[src/rtl/uart_pkt_arbiter_pkg.sv]
// Shared definitions for the UART packet arbiter: FSM encoding and default timing constants.
package uart_pkt_arbiter_pkg;

   localparam logic [2:0] ST_IDLE       = 3'd0;
   localparam logic [2:0] ST_LOAD       = 3'd1;
   localparam logic [2:0] ST_PULSE      = 3'd2;
   localparam logic [2:0] ST_WAIT_START = 3'd3;
   localparam logic [2:0] ST_WAIT_DONE  = 3'd4;
   localparam logic [2:0] ST_GAP        = 3'd5;

   typedef enum logic [2:0] {
      IDLE       = ST_IDLE,
      LOAD       = ST_LOAD,
      PULSE      = ST_PULSE,
      WAIT_START = ST_WAIT_START,
      WAIT_DONE  = ST_WAIT_DONE,
      GAP        = ST_GAP
   } arb_state_e;

   localparam logic [15:0] BYTE_GAP_DEF      = 16'd255;
   localparam logic [15:0] START_TIMEOUT_DEF = 16'd64;

endpackage

[src/rtl/uart_pkt_arbiter_rr_pick.sv]
// Round-robin picker: first valid requester strictly after last_grant, wrapping modulo NUM_REQ.
module uart_pkt_arbiter_rr_pick
   import uart_pkt_arbiter_pkg::*;
#(
   parameter int NUM_REQ = 2,
   parameter int GNT_W   = 1
) (
   input  logic [NUM_REQ-1:0] req_valid,
   input  logic [GNT_W-1:0]   last_grant,
   output logic [GNT_W-1:0]   gnt,
   output logic               any_valid
);

   logic [GNT_W-1:0] idx;

   always_comb begin
      gnt       = '0;
      any_valid = 1'b0;
      idx       = '0;
      for (int k = 1; k <= NUM_REQ; k++) begin
         idx = GNT_W'((32'(last_grant) + 32'(k)) % NUM_REQ);
         if (!any_valid && req_valid[idx]) begin
            any_valid = 1'b1;
            gnt       = idx;
         end
      end
   end

endmodule

[src/rtl/uart_pkt_arbiter.sv]
// Shares one uart_tx between NUM_REQ packet sources: whole packets granted round-robin,
// each byte pulsed into the transmitter, re-pulsed on start timeout, then an inter-byte gap.
module uart_pkt_arbiter
   import uart_pkt_arbiter_pkg::*;
#(
   parameter int          NUM_REQ       = 2,
   parameter int          GNT_W         = 1,
   parameter logic [15:0] BYTE_GAP      = BYTE_GAP_DEF,
   parameter logic [15:0] START_TIMEOUT = START_TIMEOUT_DEF
) (
   input  logic                 clk,
   input  logic                 rstn,
   input  logic [NUM_REQ-1:0]   req_valid,
   input  logic [NUM_REQ*8-1:0] req_data,
   input  logic [NUM_REQ-1:0]   req_last,
   output logic [NUM_REQ-1:0]   req_ready,
   output logic [7:0]           tx_data,
   output logic                 tx_pluse,
   input  logic                 tx_busy,
   output logic [GNT_W-1:0]     grant_id,
   output logic                 arb_busy,
   output logic                 pkt_done,
   output logic                 timeout_err
);

   arb_state_e       state_q, state_d;
   logic [GNT_W-1:0] grant_id_q, grant_id_d;
   logic [GNT_W-1:0] last_grant_q, last_grant_d;
   logic [7:0]       tx_data_q, tx_data_d;
   logic             tx_pluse_q, tx_pluse_d;
   logic             arb_busy_q, arb_busy_d;
   logic             pkt_done_q, pkt_done_d;
   logic             timeout_err_q, timeout_err_d;
   logic             last_byte_q, last_byte_d;
   logic [15:0]      cnt_q, cnt_d;
   logic             busy_d0_q, busy_d0_d;
   logic             busy_d1_q, busy_d1_d;

   logic [GNT_W-1:0] pick_gnt;
   logic             pick_any;
   logic [7:0]       req_byte [NUM_REQ];

   for (genvar i = 0; i < NUM_REQ; i++) begin : g_byte
      assign req_byte[i] = req_data[8*i +: 8];
   end

   uart_pkt_arbiter_rr_pick #(
      .NUM_REQ (NUM_REQ),
      .GNT_W   (GNT_W)
   ) u_rr_pick (
      .req_valid  (req_valid),
      .last_grant (last_grant_q),
      .gnt        (pick_gnt),
      .any_valid  (pick_any)
   );

   // Ready is combinational so the byte is taken in the same cycle the owner offers it.
   always_comb begin
      req_ready = '0;
      if (state_q == LOAD && req_valid[grant_id_q]) req_ready[grant_id_q] = 1'b1;
   end

   always_comb begin
      state_d       = state_q;
      grant_id_d    = grant_id_q;
      last_grant_d  = last_grant_q;
      tx_data_d     = tx_data_q;
      arb_busy_d    = arb_busy_q;
      pkt_done_d    = 1'b0;
      timeout_err_d = 1'b0;
      last_byte_d   = last_byte_q;
      cnt_d         = cnt_q;
      busy_d0_d     = tx_busy;
      busy_d1_d     = busy_d0_q;
      case (state_q)
         IDLE: begin
            if (pick_any) begin
               grant_id_d = pick_gnt;
               arb_busy_d = 1'b1;
               state_d    = LOAD;
            end
         end
         LOAD: begin
            if (req_valid[grant_id_q]) begin
               tx_data_d   = req_byte[grant_id_q];
               last_byte_d = req_last[grant_id_q];
               state_d     = PULSE;
            end
         end
         PULSE: begin
            cnt_d   = '0;
            state_d = WAIT_START;
         end
         WAIT_START: begin
            if (busy_d0_q) begin
               state_d = WAIT_DONE;
            end else begin
               cnt_d = cnt_q + 16'd1;
               if (cnt_d == START_TIMEOUT) begin
                  timeout_err_d = 1'b1;
                  state_d       = PULSE;
               end
            end
         end
         WAIT_DONE: begin
            // Falling edge of the synchronised busy marks the byte as fully shifted out.
            if (!busy_d0_q && busy_d1_q) begin
               cnt_d   = BYTE_GAP;
               state_d = GAP;
            end
         end
         GAP: begin
            if (cnt_q == 16'd0) begin
               if (!last_byte_q) begin
                  state_d = LOAD;
               end else begin
                  pkt_done_d   = 1'b1;
                  last_grant_d = grant_id_q;
                  arb_busy_d   = 1'b0;
                  state_d      = IDLE;
               end
            end else begin
               cnt_d = cnt_q - 16'd1;
            end
         end
         default: state_d = IDLE;
      endcase
      tx_pluse_d = (state_d == PULSE);
   end

   always_ff @(posedge clk or negedge rstn) begin
      if (!rstn) begin
         state_q       <= IDLE;
         grant_id_q    <= '0;
         last_grant_q  <= GNT_W'(NUM_REQ - 1);
         tx_data_q     <= '0;
         tx_pluse_q    <= 1'b0;
         arb_busy_q    <= 1'b0;
         pkt_done_q    <= 1'b0;
         timeout_err_q <= 1'b0;
         last_byte_q   <= 1'b0;
         cnt_q         <= '0;
         busy_d0_q     <= 1'b0;
         busy_d1_q     <= 1'b0;
      end else begin
         state_q       <= state_d;
         grant_id_q    <= grant_id_d;
         last_grant_q  <= last_grant_d;
         tx_data_q     <= tx_data_d;
         tx_pluse_q    <= tx_pluse_d;
         arb_busy_q    <= arb_busy_d;
         pkt_done_q    <= pkt_done_d;
         timeout_err_q <= timeout_err_d;
         last_byte_q   <= last_byte_d;
         cnt_q         <= cnt_d;
         busy_d0_q     <= busy_d0_d;
         busy_d1_q     <= busy_d1_d;
      end
   end

   assign tx_data     = tx_data_q;
   assign tx_pluse    = tx_pluse_q;
   assign grant_id    = grant_id_q;
   assign arb_busy    = arb_busy_q;
   assign pkt_done    = pkt_done_q;
   assign timeout_err = timeout_err_q;

endmodule
[config.mk]
export PLATFORM = sky130hd
export DESIGN_NAME = uart_pkt_arbiter
export DESIGN_NICKNAME = d
export VERILOG_FILES = /design/src/rtl/uart_pkt_arbiter_pkg.sv /design/src/rtl/uart_pkt_arbiter_rr_pick.sv /design/src/rtl/uart_pkt_arbiter.sv
export SDC_FILE = /design/constraint.sdc
export NUM_CORES = 1
export LEC_CHECK = 0
export ABC_CLOCK_PERIOD_IN_PS = 5600
export CAP_MARGIN = 40
export CORE_MARGIN = 1.5
export CORE_UTILIZATION = 58
export CTS_CLUSTER_DIAMETER = 50
export DETAILED_ROUTE_END_ITERATION = 6
export PLACE_DENSITY_LB_ADDON = 0.3
export SLEW_MARGIN = 25
export SYNTH_ARGS = -nofsm -noshare
export SYNTH_HDL_FRONTEND = slang
export SYNTH_SLANG_ARGS = --single-unit
[constraint.sdc]
create_clock -name clk -period 5.6 [get_ports clk]
set_input_delay 0.84 -clock clk [delete_from_list [all_inputs] [get_ports clk]]
set_output_delay 0.84 -clock clk [all_outputs]
set_load 0.02 [all_outputs]
==> results.toml <==
[yosys]
synth_area_per_cell_um2 = 8.10
synth.distinct_cells = 53
ys_async_sr_fraction_pct = 100
synthFlopType = "dfrtp_1"
ys_seq_elements = 36
synth_nets = 333
yosysWarnings = 0
netlist_area_mm2 = 0.00247
synth-seq-area-share_pct = 36.5
synth_edf_count = 0
syn-instance-count = 305

[clocking]
cts.sinks = 36
cts_hold_buf = 0
clk_latency_ns = 0.29
cts_tree = "built"
clk_path_buf_depth = 2
clk_pin_slew_worst_paths_ns = 0.08
cts.repair.resized = 0
cts_max_level = 2
root_buffer = "clkbuf_8"
cts_buffers = 5
cts_setup_buffers = 0

[sta]
finClkSkew_ns = 0.00569
slew_violations = 0
worstMarginPinSlew_ns = 0.892
rsz0062_at_grt = "no"
fin_crit_ns = 3.60
fin_crit_sh_pct = 64.2
whs_ns = 0.370
fmax_mhz = 278
tns_ns = 0
slew_headroom_pct = 40.1
finalHoldViolations = 0
finalSetupViolCount = 0

[place]
dp_hpwl_um = 4730
placed_cell_area_mm2 = 0.00283
numPortBuffers = 37
gp_congestion = 0.962

[final_layout]
num_antenna_cells = 0
drive_above_1_share_pct = 6.31
syn_to_final_growth_pct = 19.8
nets = 360
final_area_mm2 = 0.00296

[setup_path]
r2r_end = "cnt_q[13]"
critPathLaunchType = "primary input"
crit_type = "in2out"
path_max_fanout = 12
cp_data_arrival_time_ns = 2.76
reg2reg_depth = 8
crit_path_end_kind = "output port"
ff2ff_setup_slack_ns = 2.54
critical_path_required_ns = 4.76
worstReg2RegStart = "cnt_q[0]"

[grt]
grt_pass1_wl_um = 10600
grt_pass1_vias = 2126
gr-usage-all-layers_pct = 30.9
overflow = 0
grt_max_degree = 37
grt_antenna_before_repair = 0

[detailed_routing]
wire_per_inst_um = 17.8
drtPass1Iterations = 6
dr_total_vias = 2489
drt-total-wl_um = 6820
vias_per_cell = 6.50
drt_iter0_markers = 351
drt.antenna.violating_nets = 0
drcViolationCount = 0

[floorplan]
row_count = 23
dieHeight_um = 68.3
die_w_um = 68.3
ios = 38
die_area_mm2 = 0.00466
start_util_pct = 60.9
coreArea_mm2 = 0.00406

[pwr]
total_power_uw = 1520
ir_drop_mv = 0.364
p_leak_uw = 0.00121
p_per_area_mw_per_mm2 = 513

[hold_path]
hold_path_class = "in2async"

[run]
cap_violations = 0

[status]
status = "completed"
[worst max path at each step]
stage | startpoint | to
2_1_floorplan | cnt_q[0] | state_q[0]
4_1_cts | req_valid[0] | req_ready[0]
3_5_place_dp | req_valid[0] | req_ready[0]
5_1_grt | req_valid[0] | req_ready[0]
6_report | req_valid[0] | req_ready[0]
3_3_place_gp | req_valid[0] | req_ready[0]
[cells in the final DEF (no fill, tap or decap), drive strengths merged, types with 3 or more instances in the layout]
master         instances
ha                     5
and2                   4
a22oi                 11
nand2b                 5
and3                   6
nand4                  6
o22ai                  4
and4                   3
nor2                  30
a311oi                 3
clkdlybuf4s50         36
xnor2                 11
nand2                 33
nand3                  4
a31oi                  5
dfrtp                 35
a211oi                 3
nor4                   7
o21ai                 26
clkbuf                 5
a22o                   3
a221o                  3
or3                    8
inv                   11
buf                    4
nor3                   9
a21oi                 19
[registers in the layout, indices dropped and copies added, names as in the netlist]
signal / flops
timeout_err: 1
last_byte_q: 1
arb_busy: 1
busy_d0_q: 1
tx_data: 8
grant_id: 1
state_q: 3
last_grant_q: 1
busy_d1_q: 1
pkt_done: 1
tx_pluse: 1
cnt_q: 16
[critical path: stages]
cell	delay, ns
clkdlybuf4s50_1	0.52
nand2b_1	0.09
nor2_1	0.57
clkdlybuf4s50_1	0.74
[cells in the mapped netlist (3+ instances only)]
cell type  number  area share [%]
dfrtp_1        35              35
nand2_1        33             5.0
nor2_1         30             4.6
o21ai_0        26             5.3
a21oi_1        19             3.9
clkbuf_1       15             2.3
a22oi_1        11             3.3
inv_1          11             1.7
xnor2_1        11             3.9
nor3_1          9             1.8
nor4_1          7             1.8
or3_1           7             1.8
nand4_1         6             1.5
a31oi_1         5             1.3
and3_1          5             1.3
ha_1            5             2.5
nand2b_1        5             1.3
nand3_1         4            0.81
o22ai_1         4             1.0
a211oi_1        3            0.91
a221o_1         3             1.2
a22o_1          3             1.1
a311oi_1        3             1.1
and2_1          3            0.76
and4_1          3             1.1
buf_2           3            0.61
[where the power goes]
group	internal (µW)	total, µW	switching (µW)	leakage, µW
clock	132	232	99.9	0.0000541
sequential	338	467	129	0.000462
combinational	352	817	465	0.000696
total	822	1520	694	0.00121
[cell type report]
| class | instances | area, µm² |
|---|---|---|
| clock buffer | 5 | 68.8 |
| tap | 50 | 62.6 |
| inverter | 11 | 41.3 |
| clock inverter | 3 | 42.5 |
| fill | 323 | 1100 |
| sequential | 36 | 902 |
| multi-input combinational | 238 | 1440 |
| timing repair buffer | 40 | 400 |
[through the flow]
stage,util (%),setup WS (ns),std cells
after floorplan,-,2.92,305
after global placement,69.7,2.04,374
after detailed placement,69.7,2.01,374
after CTS,72.4,2.00,382
after global routing,72.9,1.88,383
final,72.9,2.00,383
[cell families (layout without fill, tap and decap cells)]
group / after synthesis / count (layout) / synth area share, %
flip-flops: 36 / 36 / 36.5
buffers and inverters: 31 / 59 / 5.17
multiplexers: 1 / 1 / 0.456
adder cells (fa/ha/maj): 5 / 5 / 2.53
AO/OA/AOI/OAI: 93 / 93 / 24.3
AND/OR/NAND/NOR: 126 / 126 / 26.4
XOR/XNOR: 13 / 13 / 4.61
[routing by layer]
metal | wire, µm | up-vias | track usage [%]
li1 | - | 1173 | -
met1 | 3000 | 1164 | 44.5
met2 | 3100 | 139 | 45.4
met3 | 601 | 13 | 7.89
met4 | 115 | 0 | 9.50
met5 | 0 | - | 0
Note: power is estimated with default switching activity, not from simulation.
==> variant 1: new RTL, config.mk and constraints unchanged <==
Register the output `timeout_err` once more, with the module's reset; this adds one clock of latency there. The other outputs are not delayed to match.
--- a/src/rtl/uart_pkt_arbiter.sv
+++ b/src/rtl/uart_pkt_arbiter.sv
@@ -163,6 +163,12 @@
    assign grant_id    = grant_id_q;
    assign arb_busy    = arb_busy_q;
    assign pkt_done    = pkt_done_q;
-   assign timeout_err = timeout_err_q;
+   always_ff @(posedge clk or negedge rstn) begin
+      if (!rstn) begin
+         timeout_err <= '0;
+      end else begin
+         timeout_err <= timeout_err_q;
+      end
+   end
 
 endmodule
Formal check against the unedited RTL: same outputs for any inputs over 10 cycles, from zero or initial values and one cycle with rstn low; that may be too few to reach the edited logic, so the function may still have changed.
==> variant 1 against the unedited design <==
- area after synthesis shrank 3.2%
- total power grew 8.2%
- critical path depth is the same
- count of clock-buffer cells in the layout grew 1
- sequential share of layout area grew 1.8 points
- cell area shrank 3.0%
- combinational power grew 6.1%
- sequential cell count grew 1
- sequential power grew 15%
- routed wire length shrank 14%
- worst setup slack gained 0.046 ns
- largest cell class unchanged
- global-route usage shrank 2.2 points
- die area shrank 3.1%
==> variant 1: results (changes against the unedited design) <==
metric,value,unit,change
routability cong.,0.902,,-6.2%
Slew HR,55.9,%,+16 points
peak supply drop,0.000392,V,+7.7%
# resized after CTS,0,,unchanged
Largest register FFs,16,,unchanged
vias in the first global route,2079,,-2.2%
Hold Crit Class,reg2reg,,
Post-Synth Adder-Cell Area,1.57,%,-0.96 points
crit path from,req_valid[1],,
hold wc startpoint,timeout_err_q$_DFF_PN0_,,
Area contributors post-synth,"dfrtp_1 38%, nand2_1 6.1%, a21oi_1 4.8%, nor2_1 4.4%, o21ai_0 4.4%",,
DP Cell Count,360,,-3.7%
drt wl/cell,15.9,um,-10%
clk slew on worst S/H paths,0.08,ns,about the same
post-DP HPWL,4090,um,-13%
clk_lat worst skew,0.30,ns,
Layout Skew,0.00629,ns,+0.000601 ns
R2R Path Start,cnt_q[0]$_DFFE_PN0P_,,
Global Route Usage Sum,28.7,%,-2.2 points
outcome,"finished, final reports clean",,
Syn Area/Cell,8.22,um^2,+1.5%
largest net degree at the start of global routing,38,,+2.7%
layout cells sized above 1,7.84,%,+1.5 points
"Max FO, Critical Path",12,,unchanged
Main synth FF type,dfrtp_1,,
R2R Path End,cnt_q[9]$_DFFE_PN0P_,,
Post-Synth XOR/XNOR Area,3.66,%,-0.95 points
Synth Area in Compound Gates,22.8,%,-1.5 points
sequential area share after synthesis,38.8,%,+2.3 points
Hold Path Sink,timeout_err$_DFF_PN0_,,
Commonest cells post-synth,"39 x nand2_1, 36 x dfrtp_1, 28 x nor2_1",,
mux contribution to synthesized area,1.83,%,+1.4 points
reg2reg path depth,9,,+1
FILL cells,305,,-5.6%
Layout Nets,344,,-4.4%
Place WS,2.04,ns,+0.0339 ns
Initial DRT Pass Iterations,5,,-1
Iter 0 DRT Violations,265,,-25%
CTS root buf,clkbuf_8,,
Top reg by flops,cnt_q,,
Synthesis Warnings,0,,unchanged
Min Hold Slack,0.367,ns,-0.00319 ns
Via density,6.18,,-5.0%
setup slack on the worst flop-to-flop path,2.71,ns,+0.17 ns
TritonCTS Buffers,5,,unchanged
Synthesized Nets,317,,-4.8%
global-route wire length before repair,9830,um,-7.4%
Netlist cell types,52,,-1.9%
Hold Crit Depth,0,,
Leakage,0.00114,uW,-5.9%
drt total wl,5880,um,-14%
CP arrival,2.71,ns,-0.05 ns
Post-CTS Setup Bufs,0,,unchanged
-- variant 1: cell types whose count changed after synthesis, sizes merged, moves of 3 or more --
cell | unedited run | this run
xnor2 | 11 | 8
or3 | 8 | 3
nor3 | 9 | 13
a21oi | 19 | 23
clkbuf | 15 | 12
nand2 | 33 | 39
buf | 5 | 8
inv | 11 | 8
nand3 | 4 | 9
and4 | 3 | 0
o21ai | 26 | 29
-- variant 1: power breakdown --
group          internal (uW)  switching (uW)
Combinational            348             519
Clock                    134             103
Sequential               368             169
Total                    849             792
-- variant 1: worst max path at each step --
stage	endpoint	slack (ns)	cells after the start
6_report	req_ready[1]	2.05	4
5_1_grt	req_ready[1]	1.93	4
4_1_cts	req_ready[1]	2.03	4
3_5_place_dp	req_ready[1]	2.04	4
3_3_place_gp	req_ready[1]	2.09	4
2_1_floorplan	req_ready[0]	3.22	3
-- variant 1: layer usage --
metal,vias to the layer above,wire length (um),GRT usage (%),part of all wire [%]
li1,1107,-,-,-
met5,-,0,0,0
met3,8,466,7.67,7.9
met4,0,57,7.91,0.97
met2,105,2790,47.4,47
met1,1059,2560,37.2,44
-- variant 1: final cells by class --
cell class                      count  area share (%)
Tap cell                           50            2.18
Timing Repair Buffer               40            14.1
Sequential cell                    37            32.3
Inverter                            8            1.05
Clock buffer                        6            2.53
Multi-Input combinational cell    226            46.5
Clock inverter                      2            1.35
-- variant 1: per-stage QoR --
step | power (uW) | util [%] | instance area (um^2)
after floorplan | 1150 | - | 2390
after global placement | 1350 | 68.7 | 2730
after detailed placement | 1380 | 68.9 | 2740
after CTS | 1620 | 71.7 | 2850
after global routing | 1760 | 72.2 | 2870
final | 1640 | 72.2 | 2870
==> variant 2: new RTL, same flow settings <==
Without the edit above. `NUM_REQ` is set to 2 in 2 places; all go to 1.
--- a/src/rtl/uart_pkt_arbiter_rr_pick.sv
+++ b/src/rtl/uart_pkt_arbiter_rr_pick.sv
@@ -2,7 +2,7 @@
 module uart_pkt_arbiter_rr_pick
    import uart_pkt_arbiter_pkg::*;
 #(
-   parameter int NUM_REQ = 2,
+   parameter int NUM_REQ = 1,
    parameter int GNT_W   = 1
 ) (
    input  logic [NUM_REQ-1:0] req_valid,
--- a/src/rtl/uart_pkt_arbiter.sv
+++ b/src/rtl/uart_pkt_arbiter.sv
@@ -3,7 +3,7 @@
 module uart_pkt_arbiter
    import uart_pkt_arbiter_pkg::*;
 #(
-   parameter int          NUM_REQ       = 2,
+   parameter int          NUM_REQ       = 1,
    parameter int          GNT_W         = 1,
    parameter logic [15:0] BYTE_GAP      = BYTE_GAP_DEF,
    parameter logic [15:0] START_TIMEOUT = START_TIMEOUT_DEF
Interface: changed (resized req_data, req_last, req_ready and req_valid); port bits go from 38 to 27. No check against the original RTL was run, so the function may have changed too.
==> variant 2 against the unedited design <==
- routed wire length shrank 0.15%
- non-clock buffer count shrank 14
- count of clock-buffer cells in the layout grew 1
- sequential cell count shrank 2
- first-iteration DRC count shrank 42%
- clock power shrank 16%
- hold slack gained 0.087 ns
- total power shrank 0.12%
- worst setup slack gained 0.069 ns
- area after synthesis grew 5.4%
- sequential power shrank 6.0%
- largest cell class unchanged
- cell area shrank 1.4%
- combinational power grew 8.0%
==> variant 2: results (changes against the unedited design) <==
metric,value,unit,change
FILL cells,366,,+13%
CTS root buf,clkbuf_8,,
Leakage,0.00120,uW,-1.2%
Area contributors post-synth,"dfrtp_1 33%, mux2_2 4.3%, a21oi_1 3.5%, nand4_1 3.1%, nor2_1 3.0%",,
# resized after CTS,0,,unchanged
Top reg by flops,cnt_q,,
sequential area share after synthesis,32.7,%,-3.8 points
Post-Synth Adder-Cell Area,2.88,%,+0.35 points
Post-Syn Instances,299,,-2.0%
clk_lat worst skew,0.29,ns,about the same
Synth Area in Compound Gates,24.0,%,-0.28 points
H-tree levels,2,,unchanged
CP peak stage delay,0.69,ns,-0.05 ns
Iter 0 DRT Violations,202,,-42%
peak supply drop,0.000466,V,+28%
Largest register FFs,16,,unchanged
clk slew on worst S/H paths,0.07,ns,
outcome,"finished, final reports clean",,
"Max FO, Critical Path",10,,-2
ys async rst share,100,%,unchanged
Post-Synth XOR/XNOR Area,2.02,%,-2.6 points
Layout Nets,325,,-9.7%
"delay-heaviest family, CP",buffers and inverters,,
drt wl/cell,19.0,um,+6.5%
global-route wire length before repair,11000,um,+3.9%
Layout Skew,0.00382,ns,-0.00187 ns
top cell type's share of synthesized area,32.7,%,-2.8 points
Slew HR,53.8,%,+14 points
layout cells sized above 1,12.4,%,+6.1 points
Via density,6.82,,+4.9%
CP arrival,2.69,ns,-0.07 ns
area of the multi-input gates,0.00160,mm^2,+11%
vias in the first global route,2211,,+4.0%
Post-DP Area,0.00279,mm^2,-1.2%
mux contribution to synthesized area,5.91,%,+5.5 points
Initial DRT Pass Iterations,5,,-1
Main synth FF type,dfrtp_1,,
TritonCTS Buffers,5,,unchanged
Netlist cell types,70,,+32%
Synthesized Nets,318,,-4.5%
Place WS,2.07,ns,+0.0622 ns
DP Cell Count,350,,-6.4%
Post-CTS Setup Bufs,0,,unchanged
Global Route Usage Sum,28.5,%,-2.4 points
IO Port Bufs,25,,-32%
drt total wl,6810,um,-0.15%
ANT nets after route,0,,unchanged
post-DP HPWL,4650,um,-1.8%
largest net degree at the start of global routing,35,,-5.4%
Commonest cells post-synth,"34 x dfrtp_1, 21 x nor2_1, 18 x a21oi_1",,
routability cong.,0.920,,-4.3%
## variant 2: cell count changes in the layout (fill, tap and decap cells not counted), sizes merged, moves of 4 or more
| cell | delta |
|---|---|
| nand2 | -18 |
| clkdlybuf4s50 | -12 |
| mux2 | +10 |
| a22oi | -9 |
| nor2 | -9 |
| nand4 | +7 |
| xnor2 | -7 |
| nor3 | +6 |
| o21ai | -4 |
| o31ai | +4 |
| or3 | -4 |
## variant 2: layer usage
metal | GRT usage [%] | part of all wire, % | vias up
met5 | 0 | 0 | -
met4 | 10.5 | 2.6 | 0
met3 | 6.20 | 7.7 | 21
met2 | 44.9 | 46 | 125
met1 | 38.8 | 43 | 1159
li1 | - | - | 1143
## variant 2: where the power goes
group	internal, uW	switching (uW)
clock network	98.8	94.9
registers	317	122
logic	357	525
total	773	741
## variant 2: path summary, 6_finish.rpt
check | slack, ns | depth (start not counted) | start | endpoint
worst min register to register | 0.46 | 0 | busy_d0_q$_DFF_PN0_ | busy_d1_q$_DFF_PN0_
worst min-delay path | 0.46 | 1 | rstn | cnt_q[8]$_DFFE_PN0P_
worst max-delay path | 2.07 | 4 | req_valid | req_ready
max in group asynchronous | 4.71 | 2 | rstn | state_q[2]$_DFF_PN0_
min in group clk | 0.46 | 0 | busy_d0_q$_DFF_PN0_ | busy_d1_q$_DFF_PN0_
worst max register to register | 2.92 | 5 | state_q[0]$_DFF_PN0_ | cnt_q[11]$_DFFE_PN0P_
## variant 2: final cells by class
| cell class | count | area share [%] |
|---|---|---|
| multi-input combinational | 231 | 55.0 |
| tap | 52 | 2.23 |
| inverter | 8 | 1.03 |
| timing repair buffer | 26 | 9.35 |
| clock buffer | 6 | 2.83 |
| sequential | 34 | 29.2 |
| clock inverter | 2 | 0.429 |
